<file path="config.mk">
export PLATFORM = sky130hd
export DESIGN_NAME = ps2_rx_frame
export DESIGN_NICKNAME = d
export VERILOG_FILES = /design/src/rtl/ps2_rx_frame.sv
export SDC_FILE = /design/constraint.sdc
export NUM_CORES = 1
export LEC_CHECK = 0
export BUFFER_PORTS_ARGS = -buffer_cell sky130_fd_sc_hd__buf_4
export CORE_UTILIZATION = 45
export DETAILED_ROUTE_END_ITERATION = 6
export GPL_TIMING_DRIVEN = 0
export HOLD_SLACK_MARGIN = 0.05
export PLACE_DENSITY = 0.61
export SETUP_SLACK_MARGIN = 0.15
export SYNTH_ARGS = -nofsm -noshare
export SYNTH_HDL_FRONTEND = slang
export SYNTH_SLANG_ARGS = --single-unit
</file>
<file path="constraint.sdc">
create_clock -name clk -period 2.6 [get_ports clk]
set_clock_uncertainty 0.15 [all_clocks]
set_input_delay 0 -clock clk [delete_from_list [all_inputs] [get_ports clk]]
set_output_delay 0 -clock clk [all_outputs]
set_load 0.03 [all_outputs]
</file>
<file path="src/rtl/ps2_rx_frame.sv">
// PS/2 device-to-host frame receiver: pin sync, clock deglitch, 11-bit deserialiser, timeout.
// Optional PS2_RX_ERRCNT_EN adds a saturating err_count output.
module ps2_rx_frame #(
    parameter int unsigned SYNC_STAGES    = 2,
    parameter int unsigned FILTER_LEN     = 8,
    parameter int unsigned TIMEOUT_CYCLES = 5000
) (
    input  logic       clk,
    input  logic       reset,
    input  logic       ps2_clk,
    input  logic       ps2_data,
    output logic       valid,
    output logic       error,
    output logic [7:0] data,
`ifdef PS2_RX_ERRCNT_EN
    output logic [7:0] err_count,
`endif
    output logic       busy_rx
);

    localparam int unsigned FiltW  = $clog2(FILTER_LEN + 1);
    localparam int unsigned TimerW = (TIMEOUT_CYCLES > 2) ? $clog2(TIMEOUT_CYCLES) : 1;

    typedef enum logic [1:0] {StIdle, StData, StParity, StStop} state_e;

    // ------------------------------------------------------------------
    // Input conditioning
    // ------------------------------------------------------------------
    logic [SYNC_STAGES-1:0] clk_sync_q;
    logic [SYNC_STAGES-1:0] data_sync_q;
    logic                   clk_s;
    logic                   sample;

    always_ff @(posedge clk) begin
        if (!reset) begin
            clk_sync_q  <= '1;
            data_sync_q <= '1;
        end else begin
            clk_sync_q  <= {clk_sync_q[SYNC_STAGES-2:0], ps2_clk};
            data_sync_q <= {data_sync_q[SYNC_STAGES-2:0], ps2_data};
        end
    end

    assign clk_s  = clk_sync_q[SYNC_STAGES-1];
    assign sample = data_sync_q[SYNC_STAGES-1];

    logic [FiltW-1:0] filt_cnt_q, filt_cnt_d;
    logic             filt_q, filt_d;
    logic             filt_dly_q;
    logic             fall;

    // Counter restarts whenever the synced level agrees with the filtered one.
    always_comb begin
        filt_cnt_d = '0;
        filt_d     = filt_q;
        if (clk_s != filt_q) begin
            if (filt_cnt_q == FiltW'(FILTER_LEN - 1)) begin
                filt_d = clk_s;
            end else begin
                filt_cnt_d = filt_cnt_q + FiltW'(1);
            end
        end
    end

    always_ff @(posedge clk) begin
        if (!reset) begin
            filt_cnt_q <= '0;
            filt_q     <= 1'b1;
            filt_dly_q <= 1'b1;
        end else begin
            filt_cnt_q <= filt_cnt_d;
            filt_q     <= filt_d;
            filt_dly_q <= filt_q;
        end
    end

    assign fall = filt_dly_q & ~filt_q;

    // ------------------------------------------------------------------
    // Frame FSM
    // ------------------------------------------------------------------
    state_e            state_q, state_d;
    logic [2:0]        bit_cnt_q, bit_cnt_d;
    logic [7:0]        shift_q, shift_d;
    logic              parity_ok_q, parity_ok_d;
    logic [TimerW-1:0] timer_q, timer_d;
    logic              valid_q, valid_d;
    logic              error_q, error_d;
    logic [7:0]        data_q, data_d;
    logic              timeout;

    assign timeout = (state_q != StIdle) && !fall &&
                     (timer_q == TimerW'(TIMEOUT_CYCLES - 1));

    always_comb begin
        state_d     = state_q;
        bit_cnt_d   = bit_cnt_q;
        shift_d     = shift_q;
        parity_ok_d = parity_ok_q;
        timer_d     = timer_q;
        valid_d     = 1'b0;
        error_d     = 1'b0;
        data_d      = data_q;

        if (state_q != StIdle) begin
            timer_d = fall ? '0 : timer_q + TimerW'(1);
        end

        unique case (state_q)
            StIdle: begin
                if (fall && !sample) begin
                    state_d   = StData;
                    bit_cnt_d = '0;
                    timer_d   = '0;
                end
            end
            StData: begin
                if (fall) begin
                    shift_d   = {sample, shift_q[7:1]};
                    bit_cnt_d = bit_cnt_q + 3'd1;
                    if (bit_cnt_q == 3'd7) begin
                        state_d = StParity;
                    end
                end
            end
            StParity: begin
                if (fall) begin
                    parity_ok_d = ^{shift_q, sample};
                    state_d     = StStop;
                end
            end
            StStop: begin
                if (fall) begin
                    state_d = StIdle;
                    if (sample && parity_ok_q) begin
                        data_d  = shift_q;
                        valid_d = 1'b1;
                    end else begin
                        error_d = 1'b1;
                    end
                end
            end
            default: state_d = StIdle;
        endcase

        // A fall in the same cycle already excluded the timeout above.
        if (timeout) begin
            state_d = StIdle;
            error_d = 1'b1;
        end

        if (state_d == StIdle) begin
            timer_d = '0;
        end
    end

    always_ff @(posedge clk) begin
        if (!reset) begin
            state_q     <= StIdle;
            bit_cnt_q   <= '0;
            shift_q     <= '0;
            parity_ok_q <= 1'b0;
            timer_q     <= '0;
            valid_q     <= 1'b0;
            error_q     <= 1'b0;
            data_q      <= '0;
        end else begin
            state_q     <= state_d;
            bit_cnt_q   <= bit_cnt_d;
            shift_q     <= shift_d;
            parity_ok_q <= parity_ok_d;
            timer_q     <= timer_d;
            valid_q     <= valid_d;
            error_q     <= error_d;
            data_q      <= data_d;
        end
    end

    assign valid   = valid_q;
    assign error   = error_q;
    assign data    = data_q;
    assign busy_rx = (state_q != StIdle);

`ifdef PS2_RX_ERRCNT_EN
    logic [7:0] err_cnt_q, err_cnt_d;

    always_comb begin
        err_cnt_d = err_cnt_q;
        if (error_d && (err_cnt_q != 8'hFF)) begin
            err_cnt_d = err_cnt_q + 8'd1;
        end
    end

    always_ff @(posedge clk) begin
        if (!reset) begin
            err_cnt_q <= '0;
        end else begin
            err_cnt_q <= err_cnt_d;
        end
    end

    assign err_count = err_cnt_q;
`endif

endmodule

</file>
==> impl_metrics.json <==
{
  "num_vias": 1536,
  "start_util_pct": 47.23,
  "hold_class": "flip-flop to flip-flop",
  "num_antenna_cells": 0,
  "synthCells": 223,
  "status": "complete, no violations",
  "gr-usage-all-layers_pct": 16.74,
  "synth_seq_cells": 47,
  "setup_viol": 0,
  "min_period_ps": 2037,
  "ys_seq_area_share_pct": 45.44,
  "worstSetupPathType": "flip-flop to flip-flop",
  "gp_congestion": 0.7936,
  "slowest_stage": "or4_4",
  "synth_commonest_cells": "dfxtp_1 (47), nand2_1 (27), nor2_1 (15)",
  "crit_buf_inv": 0,
  "yosysWarnings": 0,
  "first_global_vias": 1430,
  "end_kind": "flip-flop",
  "synth_top_cell_by_area": "dfxtp_1",
  "core_um2": 4384,
  "cts_buffers": 5,
  "p_per_area_nw_per_um2": 507.9,
  "ant_nets": 0,
  "root_buffer": "clkbuf_8",
  "grt_max_degree": 14,
  "insertion_delay_ps": 300,
  "synthFlopType": "dfxtp_1",
  "synth_area_um2": 2071,
  "synth_edf_count": 0,
  "tightestPinTransition_ps": 502.8,
  "max_slew_margin_pct": 66.02,
  "cts_setup_buffers": 0,
  "netlist.area_leader.share_pct": 45.44,
  "crit_family": "simple AND/OR/NAND/NOR gates",
  "ir_drop_uv": 378.8,
  "cp_max_fo": 6,
  "hold_viol_final": 0,
  "gr-total-overflow": 0,
  "startpoint_type": "flip-flop",
  "first_pass_iters": 4,
  "finalSetupTns_ps": 0,
  "synth.most_common_cell": "dfxtp_1",
  "avgViaCountPerCell": 5.137,
  "die-area_um2": 4877,
  "die-height_um": 69.84,
  "dp_hpwl_um": 2604,
  "synthTopCellsByArea": "dfxtp_1 (45%), nand2_1 (4.9%), mux2i_1 (4.8%), xnor2_1 (4.2%), nor2b_1 (3.9%)",
  "clockBufferDepth": 2,
  "synthArstFlopShare_pct": 0,
  "drive_gt1_share_pct": 11.74,
  "clk_pin_slew_worst_paths_ps": 90,
  "rsz0062_at_grt": "false",
  "wl_per_cell_um": 12.49,
  "clkSinkCount": 47,
  "num_rows": 24,
  "fp.dieW_um": 69.84,
  "h-tree-depth": 2,
  "wl_um": 3735,
  "cp_cell_sequence": "or4b_1 -> or4_4 -> nand3_1 -> nor2_1",
  "io-pin-count": 15,
  "final_area_um2": 2359,
  "syn_to_final_growth_pct": 13.90,
  "syn_avg_cell_area_um2": 9.286,
  "placed_cell_area_um2": 2241,
  "antenna_found_initial": 0,
  "worstPathRequired_ps": 2630,
  "power.leakage_nw": 0.8369,
  "portBuffers": 14,
  "maxClockFrequency_ghz": 0.4910,
  "crit_arrival_ps": 2070,
  "period_share_pct": 78.33,
  "fill_cells": 431,
  "drtIter0Drc": 77,
  "drc": 0,
  "max_stage_delay_ps": 580,
  "syn-num-nets": 231,
  "grt_pass1_wl_um": 6520,
  "ys_types": 39,
  "nets": 255,
  "max-cap-violations": 0,
  "drv_slew": 0,
  "post-route-util_pct": 53.80,
  "cts_tree": "yes"
}
[path summary, 6_finish.rpt]
| check | cells after the start | startpoint | endpoint | slack (ps) |
|---|---|---|---|---|
| worst min register to register | 1 | clk_sync_q[0]$_SDFF_PN1_ | clk_sync_q[1]$_SDFF_PN1_ | 260 |
| worst max-delay path | 4 | timer_q[5]$_SDFF_PP0_ | timer_q[10]$_SDFF_PP0_ | 560 |
| worst max register to register | 4 | timer_q[5]$_SDFF_PP0_ | timer_q[10]$_SDFF_PP0_ | 560 |
| worst min-delay path | 1 | clk_sync_q[0]$_SDFF_PN1_ | clk_sync_q[1]$_SDFF_PN1_ | 260 |
[routing by layer]
layer / GRT usage, % / vias up / routed length (µm)
li1: - / 813 / -
met2: 24.04 / 16 / 1545
met5: 0 / - / 0
met1: 23.85 / 703 / 2054
met4: 6.000 / 0 / 37
met3: 4.797 / 4 / 98
[flip-flops by register name (all words and copies together) (netlist names), 2 cells and up]
register and cells:
bit_cnt_q 3, filt_cnt_q 4, state_q 2, data_sync_q 2, shift_q 8, data 8
timer_q 13, clk_sync_q 2
[layout by cell type, fill, tap and decap left out, types with 6 or more instances in the layout]
cell / instances
dfxtp_1: 47
nand2_1: 27
nor2_1: 15
buf_4: 14
nor2b_1: 13
nand3_1: 10
mux2i_1: 10
xnor2_1: 10
a21boi_0: 8
nor3_1: 7
nand2b_1: 6
clkbuf_8: 6
[power breakdown]
group / internal [W] / switching, W / leakage [nW]
Combinational: 0.0000156 / 0.0000155 / 0.410
Sequential: 0.000722 / 0.00000103 / 0.380
Clock: 0.000209 / 0.000234 / 0.0470
[per-stage QoR]
stage          std cells  hold WS (ps)  setup WS (ps)   power, W
2_1_floorplan        223        -76.96          697.8  0.0007574
3_3_place_gp         289         32.46          555.3  0.0007680
3_5_place_dp         289         39.11          557.8  0.0007681
4_1_cts              299         261.2          542.1   0.001214
5_1_grt              299         275.3          484.4   0.001242
6_report             299         259.7          563.3   0.001198
[cells by family (layout without fill, tap and decap cells)]
kind of cell | after synthesis | after routing | share of synthesized area (%)
adder cells (fa/ha/maj) | 4 | 4 | 2.417
multiplexers | 10 | 10 | 4.834
AND/OR/NAND/NOR | 105 | 105 | 26.95
XOR/XNOR | 16 | 16 | 7.432
buffers and inverters | 13 | 37 | 2.477
AO/OA/AOI/OAI | 28 | 28 | 10.45
flip-flops | 47 | 47 | 45.44
[final cells by class]
class	instances	area, µm²	share of cell area (%)
Timing Repair Buffer	17	135.1	5.729
Sequential cell	47	940.9	39.89
Buffer	8	32.53	1.379
Tap cell	52	65.06	2.759
Clock buffer	6	82.58	3.501
Multi-Input combinational cell	163	1079	45.73
Inverter	5	18.77	0.7958
Clock inverter	1	5.005	0.2122
[timing repair]
action,CTS,global route
resized for setup,0,0
hold endpoints to repair,19,0
hold buffers,3,0
Power figures use the tool's default switching activity.
